==> config.mk <==
export PLATFORM = sky130hd
export DESIGN_NAME = bin_to_bcd_flat
export DESIGN_NICKNAME = d
export VERILOG_FILES = /design/src/rtl/bin_to_bcd_pkg.sv /design/src/rtl/bin_to_bcd_if.sv /design/src/rtl/bin_to_bcd_digit_adjust.sv /design/src/rtl/bin_to_bcd.sv /design/src/flat_wrapper.sv
export SDC_FILE = /design/constraint.sdc
export NUM_CORES = 1
export LEC_CHECK = 0
export BUFFER_PORTS_ARGS = -buffer_cell sky130_fd_sc_hd__clkbuf_2
export CORE_MARGIN = 2
export CORE_UTILIZATION = 40
export CTS_BUF_LIST = sky130_fd_sc_hd__clkbuf_4 sky130_fd_sc_hd__clkbuf_8 sky130_fd_sc_hd__clkbuf_16
export CTS_CLUSTER_SIZE = 30
export DETAILED_ROUTE_END_ITERATION = 10
export PLACE_DENSITY_LB_ADDON = 0.3
export SLEW_MARGIN = 10
export SYNTH_ARGS = -nofsm -noshare
export SYNTH_HDL_FRONTEND = slang
export SYNTH_HIERARCHICAL = 1
export SYNTH_SLANG_ARGS = --single-unit
==> constraint.sdc <==
create_clock -name clk -period 5.7 [get_ports clk]
set_clock_uncertainty 0.05 [all_clocks]
set_input_delay 1.14 -clock clk [delete_from_list [all_inputs] [get_ports clk]]
set_output_delay 1.14 -clock clk [all_outputs]
set_load 0.05 [all_outputs]
==> src/rtl/bin_to_bcd_pkg.sv <==
// Shared definitions for the binary-to-BCD converter.
// Latency: n/a (types, constants and a helper function only).
// Backpressure: n/a.
//
// Contents: default WIDTH/DIGITS, the BLANK nibble shown on overflow,
// the converter state encoding and the per-digit add-3 helper.
package bin_to_bcd_pkg;

    localparam int DEF_WIDTH  = 14;
    localparam int DEF_DIGITS = 4;

    // Nibble value the 7-segment stage renders as all segments off.
    localparam logic [3:0] BLANK = 4'hF;

    typedef enum logic {
        IDLE  = 1'b0,
        SHIFT = 1'b1
    } state_t;

    // Double-dabble correction: a digit of 5 or more would exceed 9 after
    // the next doubling, so pre-add 3 to make it carry into the next nibble.
    function automatic logic [3:0] add3_if_ge5(input logic [3:0] d);
        return (d >= 4'd5) ? (d + 4'd3) : d;
    endfunction

endpackage

==> src/rtl/bin_to_bcd_if.sv <==
// Request/result bundle between a requester and the binary-to-BCD converter.
// Latency: n/a (wiring only).
// Backpressure: none; start is only honoured while busy is low.
//
// Signals: number/start (request), busy/done/bcd/ovf (status and result).
// Modports: master = requester side, slave = converter side.
interface bin_to_bcd_if
    import bin_to_bcd_pkg::*;
#(
    parameter int WIDTH  = DEF_WIDTH,
    parameter int DIGITS = DEF_DIGITS
);
    logic [WIDTH-1:0]    number;
    logic                start;
    logic                busy;
    logic                done;
    logic [4*DIGITS-1:0] bcd;
    logic                ovf;

    modport master (
        output number,
        output start,
        input  busy,
        input  done,
        input  bcd,
        input  ovf
    );

    modport slave (
        input  number,
        input  start,
        output busy,
        output done,
        output bcd,
        output ovf
    );
endinterface

==> src/rtl/bin_to_bcd_digit_adjust.sv <==
// Single BCD digit correction step for the shift-add-3 converter.
// Latency: combinational, zero cycles.
// Backpressure: none.
//
// Ports: din (scratch digit before shift), dout (digit, +3 if din >= 5).
module bcd_digit_adjust
    import bin_to_bcd_pkg::*;
(
    input  logic [3:0] din,
    output logic [3:0] dout
);
    assign dout = add3_if_ge5(din);
endmodule

==> src/rtl/bin_to_bcd.sv <==
// Sequential double-dabble binary-to-BCD converter, one bit per clock.
// Latency: done pulses WIDTH edges after start is sampled; one result per WIDTH+1 cycles.
// Backpressure: start is ignored while busy; no request queuing.
//
// Ports: clk, reset (async, active high), io (slave modport):
//   number/start in; busy, done (1-cycle pulse), bcd (digit 0 in [3:0]), ovf out.
// Values above 10^DIGITS-1 show every nibble as BLANK with ovf set.
module bin_to_bcd
    import bin_to_bcd_pkg::*;
#(
    parameter int WIDTH  = DEF_WIDTH,
    parameter int DIGITS = DEF_DIGITS
)(
    input  logic         clk,
    input  logic         reset,
    bin_to_bcd_if.slave  io
);
    // One spare digit above the displayed ones catches overflow.
    localparam int SW = 4*DIGITS + 4;
    localparam int CW = $clog2(WIDTH + 1);

    state_t              state, state_nxt;
    logic [WIDTH-1:0]    bin_q, bin_nxt;
    logic [SW-1:0]       scr_q, scr_nxt, scr_adj;
    logic [CW-1:0]       cnt_q, cnt_nxt;
    logic [4*DIGITS-1:0] bcd_q, bcd_nxt;
    logic                ovf_q, ovf_nxt;
    logic                done_q, done_nxt;

    // Correct every scratch digit, including the overflow digit.
    for (genvar i = 0; i < DIGITS + 1; i++) begin : g_adj
        bcd_digit_adjust u_adj (
            .din  (scr_q[4*i +: 4]),
            .dout (scr_adj[4*i +: 4])
        );
    end

    always_comb begin
        state_nxt = state;
        bin_nxt   = bin_q;
        scr_nxt   = scr_q;
        cnt_nxt   = cnt_q;
        bcd_nxt   = bcd_q;
        ovf_nxt   = ovf_q;
        done_nxt  = 1'b0;

        case (state)
            IDLE: begin
                if (io.start) begin
                    bin_nxt   = io.number;
                    scr_nxt   = '0;
                    cnt_nxt   = CW'(WIDTH);
                    state_nxt = SHIFT;
                end
            end
            SHIFT: begin
                {scr_nxt, bin_nxt} = {scr_adj, bin_q} << 1;
                cnt_nxt = cnt_q - 1'b1;
                if (cnt_q == CW'(1)) begin
                    state_nxt = IDLE;
                    done_nxt  = 1'b1;
                    // All lower digits are valid 0..9 after the last shift,
                    // so the value exceeds 10^DIGITS-1 exactly when the
                    // spare top digit is non-zero.
                    if (scr_nxt[SW-1 -: 4] != 4'd0) begin
                        ovf_nxt = 1'b1;
                        bcd_nxt = {DIGITS{BLANK}};
                    end else begin
                        ovf_nxt = 1'b0;
                        bcd_nxt = scr_nxt[4*DIGITS-1:0];
                    end
                end
            end
            default: state_nxt = IDLE;
        endcase
    end

    always_ff @(posedge clk or posedge reset) begin
        if (reset) begin
            state  <= IDLE;
            bin_q  <= '0;
            scr_q  <= '0;
            cnt_q  <= '0;
            bcd_q  <= '0;
            ovf_q  <= 1'b0;
            done_q <= 1'b0;
        end else begin
            state  <= state_nxt;
            bin_q  <= bin_nxt;
            scr_q  <= scr_nxt;
            cnt_q  <= cnt_nxt;
            bcd_q  <= bcd_nxt;
            ovf_q  <= ovf_nxt;
            done_q <= done_nxt;
        end
    end

    assign io.busy = (state == SHIFT);
    assign io.done = done_q;
    assign io.bcd  = bcd_q;
    assign io.ovf  = ovf_q;

endmodule

==> src/flat_wrapper.sv <==
// flat-port wrapper written by rule: the top's interface ports become plain ports
module bin_to_bcd_flat import bin_to_bcd_pkg::*;
#(
    parameter int WIDTH  = DEF_WIDTH,
    parameter int DIGITS = DEF_DIGITS
)
  (clk, reset, io_number, io_start, io_busy, io_done, io_bcd, io_ovf);
  bin_to_bcd_if #(.WIDTH(WIDTH), .DIGITS(DIGITS)) io_i ();
  input  logic clk;
  input  logic reset;
  input wire logic [$bits(io_i.number)-1:0] io_number;
  input wire logic [$bits(io_i.start)-1:0] io_start;
  output wire logic [$bits(io_i.busy)-1:0] io_busy;
  output wire logic [$bits(io_i.done)-1:0] io_done;
  output wire logic [$bits(io_i.bcd)-1:0] io_bcd;
  output wire logic [$bits(io_i.ovf)-1:0] io_ovf;
  assign io_i.number = io_number;
  assign io_i.start = io_start;
  assign io_busy = io_i.busy;
  assign io_done = io_i.done;
  assign io_bcd = io_i.bcd;
  assign io_ovf = io_i.ovf;
  bin_to_bcd #(.WIDTH(WIDTH), .DIGITS(DIGITS)) u_core (.clk(clk), .reset(reset), .io(io_i));
endmodule
---- Word-level counts from Yosys, hierarchy flattened ----
Index checks and enable logic that the tools add are counted.
Widths: inputs -> output; s select.
storage, ports and cells
  register bits after elaboration ......... 57
  input port bits ......................... 17
  output and inout bits ................... 19
  logic and storage cells ................. 41
cells by class
  add/subtract/negate cells ............... 6
  order comparisons ....................... 5
  equality and inequality tests ........... 2
  muxes and demuxes ....................... 18
  bitwise gates (word level) .............. 1
  reductions and logical operators ........ 2
operators by type and width
  operator             number
  $pmux 20 s2          1
  $pmux 14 s2          1
  $ge 4x3->1 const B   5
  $mux 20              1
  $mux 4               5
  $add 4x2->4 const B  4
  $mux 16              1
  $mux 14              1
  $pmux 4 s2           1
  $mux 1               5
  $eq 4x1->1 const B   1
  $reduce_bool 4->1    1
  $sub 4x1->4 const B  1
  $add 3x2->3 const B  1
  $mux 3               1
  $ne 2x2->1 const B   1
  $pmux 1 s2           1
  $reduce_and 2->1     1
  $not 1->1            1

---- Depth between registers and ports, before layout ----
Gate-level depths: netlist of the first run.
  word-level depth ........................ 4
  gate-level depth with buffers ........... 9
  mapped depth without buffers ............ 8

---- Modules after synthesis ----
The synthesis of the first run kept the hierarchy.
modules (own cells, without submodules)
  module            instances  cells each  area an instance (µm²)  seq. area each (µm²)
  bin_to_bcd        1          186         2321.0                  1426.4
  bcd_digit_adjust  5          16          101.3                   0.0

---- Worst setup path before layout of the first run ----
No wires, ideal clock.
  kind .................................... reg-to-reg
  start ................................... register u_core.scr_q[16]
  end ..................................... register u_core.bcd_q[0] (netlist: u_core/io.bcd[0])
  library setup time ...................... 121 ps
  arrival ................................. 1805 ps
  required time ........................... 5529 ps
  setup slack ............................. 3724 ps
  cell stages (with the launch flop) ...... 9
  buffers on the path ..................... 1
  clock period less this slack ............ 1976 ps
  cell sequence ........................... dfrtp_1 -> ha_1 -> nand2b_1 -> a21oi_2 -> mux2i_1 -> nor4_4 -> nand2_4 -> buf_6 -> o22a_1
between the ends
  cells in the longest elaborated chain, start to end .. 4
  elaborated cells between the ends (all ways) .. 5
  those cells by class .................... 1 x add/sub; 1 x order compare; 2 x mux; 1 x reduce/logical
RTL lines
  element                                           RTL line              RTL
  from (decl)                                       bin_to_bcd.sv:24      logic [SW-1:0] scr_q, scr_nxt, scr_adj;
  from (signal assigned)                            bin_to_bcd.sv:90      scr_q <= scr_nxt;
  $ge 4x3->1 / $add 3x2->3 (equally long branches)  bin_to_bcd_pkg.sv:23  return (d >= 4'd5) ? (d + 4'd3) : d;
  $mux 3 (*)                                        bin_to_bcd_pkg.sv:23
  net u_core.scr_adj[17]                            bin_to_bcd.sv:24
  $reduce_bool 4->1 (*)                             bin_to_bcd.sv:65      if (scr_nxt[SW-1 -: 4] != 4'd0) begin
  $mux 16 (*)                                       bin_to_bcd.sv:65
  to (signal assigned)                              bin_to_bcd.sv:92      bcd_q <= bcd_nxt;
  to (decl)                                         bin_to_bcd.sv:26      logic [4*DIGITS-1:0] bcd_q, bcd_nxt;
The timed path passes the listed nets; every way through them passes the cells marked *.
A chain may end at the register's enable or synchronous reset.

---- Final worst setup path of the first run ----
  start ................................... input io_start
  end ..................................... register u_core.cnt_q[0]
between the ends
  cells in the longest elaborated chain, start to end .. 1
RTL lines
  element               RTL line            RTL
  from (decl)           flat_wrapper.sv:12  input wire logic [$bits(io_i.start)-1:0] io_start;
  $ne 2x2->1 (no line)  -
  to (signal assigned)  bin_to_bcd.sv:91    cnt_q <= cnt_nxt;
  to (decl)             bin_to_bcd.sv:25    logic [CW-1:0] cnt_q, cnt_nxt;
Every way passes these cells.

==> results of run 1 <==
tightest hold or removal path, delay by kind of cell (launching register included):
kind | cells | cell delay (ns)
flops | 1 | 0.34
simple gates | 1 | 0.05
compound gates | 1 | 0.06
through the flow:
stage	power, W	hold WS, ns	utilization [%]	std cells	worst slack [ns]
finish	0.00204	0.439	47.0	397	3.30
global route	0.00220	0.468	47.0	397	3.14
CTS	0.00206	0.440	47.0	397	3.30
detailed placement	0.00173	0.426	44.5	381	2.96
global placement	0.00170	0.415	44.5	381	2.97
floorplan	0.00153	0.399	-	262	3.11
cell type report:
type,count,share of cell area (%)
Timing Repair Buffer,37,5.96
Sequential cell,57,44.7
Multi-Input combinational cell,178,38.8
Tap cell,96,3.76
Clock inverter,6,1.10
Clock buffer,10,4.12
Inverter,13,1.53
flip-flops by register name (all words and copies together) (netlist names):
signal and flops:
u_core/bin_q 14, u_core/cnt_q 4, u_core/io.bcd 16, u_core/io.busy 1, u_core/io.done 1, u_core/io.ovf 1, u_core/scr_q 20
report_power, final:
group          internal (W)  switching [W]
sequential         0.000584       0.000142
combinational      0.000394       0.000598
clock              0.000159       0.000161
total               0.00114       0.000901
worst paths after layout:
path,start,end,slack [ns],cells after the start
min,u_core/bin_q[10],u_core/bin_q[11],0.44,2
max reg2reg,u_core/scr_q[16],u_core/io.bcd[10],3.60,7
max,io_start,u_core/cnt_q[0],3.30,3
min reg2reg,u_core/bin_q[10],u_core/bin_q[11],0.44,2
min in group asynchronous,reset,u_core/bin_q[5],0.92,3
max in group asynchronous,reset,u_core/io.bcd[9],4.18,3
routing by layer:
| layer | GRT usage (%) | part of all wire (%) |
|---|---|---|
| met1 | 20.6 | 49 |
| met2 | 21.8 | 46 |
| met4 | 5.87 | 1.4 |
| met3 | 5.09 | 3.8 |
| met5 | 0 | 0 |
==> summary.md, run 1 <==
| Metric | Value |
|---|---|
| Largest net degree at the start of global routing | between 60 and 70 |
| HPWL after DPL | ~3400 um |
| Max Cap Viol | 0 |
| Core area | 6790 um2 |
| Placement Cell Area | between 3000 and 4000 um2 |
| CTS tree | done |
| Critical Path Sink Type | register |
| Commonest non-fill, non-tap cells in the layout | dfrtp_1, nand2_1, clkbuf_2 |
| P_leak | 1.49 nW |
| Die area | roughly 7700 um2 |
| Post-CTS Setup Repair Bufs | 0 |
| 1st-pass router iterations | 4 |
| Hold Path Class | register to register |
| Largest delay contributor family on the critical path | simple AND/OR/NAND/NOR gates |
| Share of cells above drive strength 1 | 23.9% |
| RePlAce Congestion | 0.699 |
| Worst slew margin | a little over two fifths |
| Final slew viol count | 0 |
| Fill cell count | 659 |
| Setup violations, final | 0 |
| CTS buffer count | 9 |
| Slowest library cell on the worst path | nor2_1 |
| VDD IR max | 275 uV |
| P per Cell Area | 639 nW/um2 |
| Crit-path max FO | 25 |
| Total grt overflow | 0 |
| Final period utilization | 42.1% |
| Area of the multi-input gates | 1240 um2 |
| Initial Utilization | between 40% and 50% |
| Final Instance Area | 3190 um2 |
| Register Area | about 1400 um2 |
| Syn-to-layout area delta | 13.7% |
| First-pass GRT wire length | about 8800 um |
| Clock sink count | 57 |
| Total via count in the routed design | about 2000 |
| Syn avg cell area | about 11 um2 |
| Bufs and invs on worst path | 1 |
| Slowest stage delay, CP | ~0.8 ns |
| Final hold vios | 0 |
| # port buffers | 35 |
| Num rows | 30 |
| Worst-skew pair later-pin latency | approximately 0.33 ns |
| I/O pins | 36 |
| H-tree levels | 3 |
| Final wirelength | 5200 um |
| Cell area after synthesis | about 2800 um2 |
| Minimum clock period | roughly 2.4 ns |
| CP Cell Sequence | clkbuf_2 > nor2_1 > mux2_2 |
| PostCTS Resize Cnt | 0 |
| Total GRT Usage | around 15% |
| Die height | ~88 um |
| Number of routed nets with antenna violations | 0 |
| Vias in the first global route | approximately 1900 |
| Crit path arrival time | around 2.6 ns |
| Post-route DRC | 0 |
| Syn nets | a little under 300 |
| Most common cell after layout, fill and taps aside | dfrtp_1 |
| Sum Neg Setup Slack | 0 ns |
| Die Wd | approximately 90 um |
| Diode count | 0 |
| WL/cell | between 10 and 15 um |
| Critical path class | input port to register |
| Worst-margin pin slew | approximately 0.86 ns |
| CTS Hold Bufs | 0 |
| Fmax | about 420 MHz |
| NumNets Final | roughly 330 |
| 1st-iter DRT viols | 101 |
| Status | finished clean |
| Worst setup SP type | input port |
| YS warnings | 6 |
| Clock buffer depth | 2 |
| Initial antenna violation count | 0 |
| Worst path required time | 5.92 ns |
| Vias/cell | about 4.9 |
| RSZ-0062 raised after global routing | no |
| CTS Root Cell | clkbuf_8 |
| Syn Inst Count | ~260 |
| CTS clock-pin slew for the worst setup and hold paths | approximately 0.070 ns |
No activity file was read; power rests on OpenSTA's default activity.
==> run 2, diff against run 1 <==
--- a/config.mk
+++ b/config.mk
@@ -5,6 +5,7 @@
 export SDC_FILE = /design/constraint.sdc
 export NUM_CORES = 1
 export LEC_CHECK = 0
+export ABC_AREA = 1
 export BUFFER_PORTS_ARGS = -buffer_cell sky130_fd_sc_hd__clkbuf_2
 export CORE_MARGIN = 2
 export CORE_UTILIZATION = 40
==> constraint.sdc (replaced) <==
create_clock -name clk -period 2.1 [get_ports clk]
set_clock_uncertainty 0.05 [all_clocks]
set_input_delay 0.42 -clock clk [delete_from_list [all_inputs] [get_ports clk]]
set_output_delay 0.42 -clock clk [all_outputs]
set_load 0.05 [all_outputs]
==> run 2 against run 1 <==
Against the previous run: hold slack got worse by 0.38 ns; power rose to 3.1 times the previous value; sequential share of layout area fell by 2.4 points; critical path type is now register to register; critical endpoint is now u_core/io.bcd[12].
==> summary.md, run 2 <==
| Metric | Value |
|---|---|
| YS warnings | 6 (unchanged) |
| Combinational power share | 54.1% (+5.4 points) |
| CTS clock-pin slew for the worst setup and hold paths | 0.07 ns (about the same) |
| CTS Hold Bufs | 0 (unchanged) |
| Final hold vios | 0 (unchanged) |
| Post-CTS Setup Repair Bufs | 0 (unchanged) |
| Sum Neg Setup Slack | 0 ns (unchanged) |
| Critical path class | register to register |
| Hold Path Class | input port to asynchronous set/reset pin |
| Die area | 7970 um2 (+3.5%) |
| WL/cell | 12.0 um (-8.0%) |
| Vias/cell | 4.92 (+0.13%) |
| Post-route DRC | 0 (unchanged) |
| Syn Inst Count | 333 (+27%) |
| Seq pwr share | 31.8% (-3.8 points) |
| PostCTS Resize Cnt | 0 (unchanged) |
| Critical Path Sink Type | register |
| Worst-margin pin slew | 0.379 ns (-0.484 ns) |
| Switch share | 47.9% (+3.7 points) |
| Final period utilization | about 88% |
| Syn-to-layout area delta | 15.8% |
| Worst setup SP type | register |
| P_int | 0.00326 W (+190%) |
| # port buffers | 35 (unchanged) |
| Core area | 7140 um2 (+5.0%) |
| Final wirelength | 5750 um (+11%) |
| Worst-skew pair later-pin latency | 0.34 ns (about the same) |
| Worst slew margin | 74.8% (+32 points) |
| Cell area after synthesis | 2910 um2 (+3.7%) |
| Clock power share | 14.0% (-1.7 points) |
| P per Cell Area | 1850 nW/um2 (+190%) |
| HPWL after DPL | 3900 um (+16%) |
| Max reg flops | 20 (unchanged) |
| Clock sink count | 57 (unchanged) |
| Fill cell count | 723 (+9.7%) |
| Initial Utilization | 40.8% (-0.55 points) |
| Die Wd | 89.3 um (+1.7%) |
| Worst path required time | 2.27 ns (-3.65 ns) |
| Syn avg cell area | 8.74 um2 (-18%) |
| Fmax | between 500 and 600 MHz |
| Diode count | 0 (unchanged) |
| Total chip power | 0.00625 W (+210%) |
| Total GRT Usage | 16.5% (+1.6 points) |
| H-tree levels | 3 (unchanged) |
| Share of cells above drive strength 1 | 24.1% (+0.15 points) |
| RePlAce Congestion | 0.789 (+13%) |
| Clock buffer depth | 2 (unchanged) |
| 1st-pass router iterations | 4 (unchanged) |
| I/O pins | 36 (unchanged) |
| Total via count in the routed design | 2346 (+20%) |
| Area of the multi-input gates | 1310 um2 (+5.7%) |
| CTS Root Cell | clkbuf_8 |
| CTS tree | done |
| Total grt overflow | 0 (unchanged) |
| Largest net degree at the start of global routing | 58 (-12%) |
| P_leak | 1.72 nW (+15%) |
| Final slew viol count | 0 (unchanged) |
| Num rows | 31 (+3.3%) |
| Minimum clock period | around 1.9 ns |
| Status | finished clean |
| RSZ-0062 raised after global routing | no |
| Most common cell after layout, fill and taps aside | nand2_1 |
| Crit-path max FO | 8 (-68%) |
| Top reg by flops | u_core/scr_q |
| Die height | 89.3 um (+1.7%) |
| Number of routed nets with antenna violations | 0 (unchanged) |
| 1st-iter DRT viols | 114 (+13%) |
| Crit path arrival time | 2.02 ns (-0.59 ns) |
| NumNets Final | 403 (+24%) |
| VDD IR max | 819 uV (+200%) |
| Register Area | 1430 um2 (unchanged) |
| Initial antenna violation count | 0 (unchanged) |
| Commonest non-fill, non-tap cells in the layout | nand2_1, dfrtp_1, clkbuf_2 |
| Syn nets | 362 (+24%) |
| Sw power | 0.00299 W (+230%) |
| Vias in the first global route | 2315 (+25%) |
| Max Cap Viol | 0 (unchanged) |
| CTS buffer count | 9 (unchanged) |
| Setup violations, final | 0 (unchanged) |
| First-pass GRT wire length | 10100 um (+15%) |
-- run 2: worst paths after layout --
| check | startpoint | end | slack [ns] | depth (start not counted) |
|---|---|---|---|---|
| setup reg to reg | u_core/scr_q[16] | u_core/io.bcd[12] | 0.25 | 10 |
| hold / removal | reset | u_core/io.bcd[10] | 0.06 | 3 |
| min in group clk | io_number[7] | u_core/bin_q[7] | 0.24 | 3 |
| max in group asynchronous | reset | u_core/scr_q[12] | 1.68 | 3 |
| hold reg to reg | u_core/io.bcd[9] | u_core/io.bcd[9] | 0.42 | 2 |
| setup / recovery | u_core/scr_q[16] | u_core/io.bcd[12] | 0.25 | 10 |
-- run 2: power groups by stage --
stage | combinational (W) | sequential [W] | clock, W
global route | 0.00380 | 0.00206 | 0.000957
CTS | 0.00342 | 0.00199 | 0.000906
floorplan | 0.00212 | 0.00256 | 0
finish | 0.00338 | 0.00199 | 0.000877
detailed placement | 0.00341 | 0.00200 | 0
global placement | 0.00334 | 0.00200 | 0
-- run 2: cell type report --
class,count,area share [%]
flip-flops and latches,57,42.3
clock inverters,4,0.594
multi-input cells,236,38.9
clock buffers,11,4.31
repair buffers,42,7.13
inverters,28,3.12
well taps,99,3.67
-- run 2: layer usage --
layer | track usage, % | vias to the layer above | wire length, um
met1 | 20.7 | 1127 | 2630
met3 | 5.72 | 8 | 260
met5 | 0 | - | 0
met4 | 5.29 | 0 | 85
li1 | - | 1162 | -
met2 | 26.9 | 49 | 2770
-- run 2: metrics by stage --
step                      hold WS (ns)  area (um2)  std cells  worst slack [ns]  utilization (%)
after floorplan                  0.412        2910        333             0.230                -
after global placement           0.406        3210        462             0.348             44.9
after detailed placement         0.408        3210        462             0.266             44.9
after CTS                       0.0687        3370        477             0.268             47.2
after global routing            0.0793        3370        477            0.0655             47.2
final                           0.0570        3370        477             0.249             47.2
-- run 2: critical path, cell delays in order, from the launching register on --
cell,delay [ns]
dfrtp_1,0.41
inv_1,0.08
ha_1,0.22
nor2_4,0.07
o21ai_0,0.17
nand2_1,0.09
nor2_1,0.12
nand2_1,0.07
buf_4,0.16
o21ai_0,0.19
nand2_1,0.08
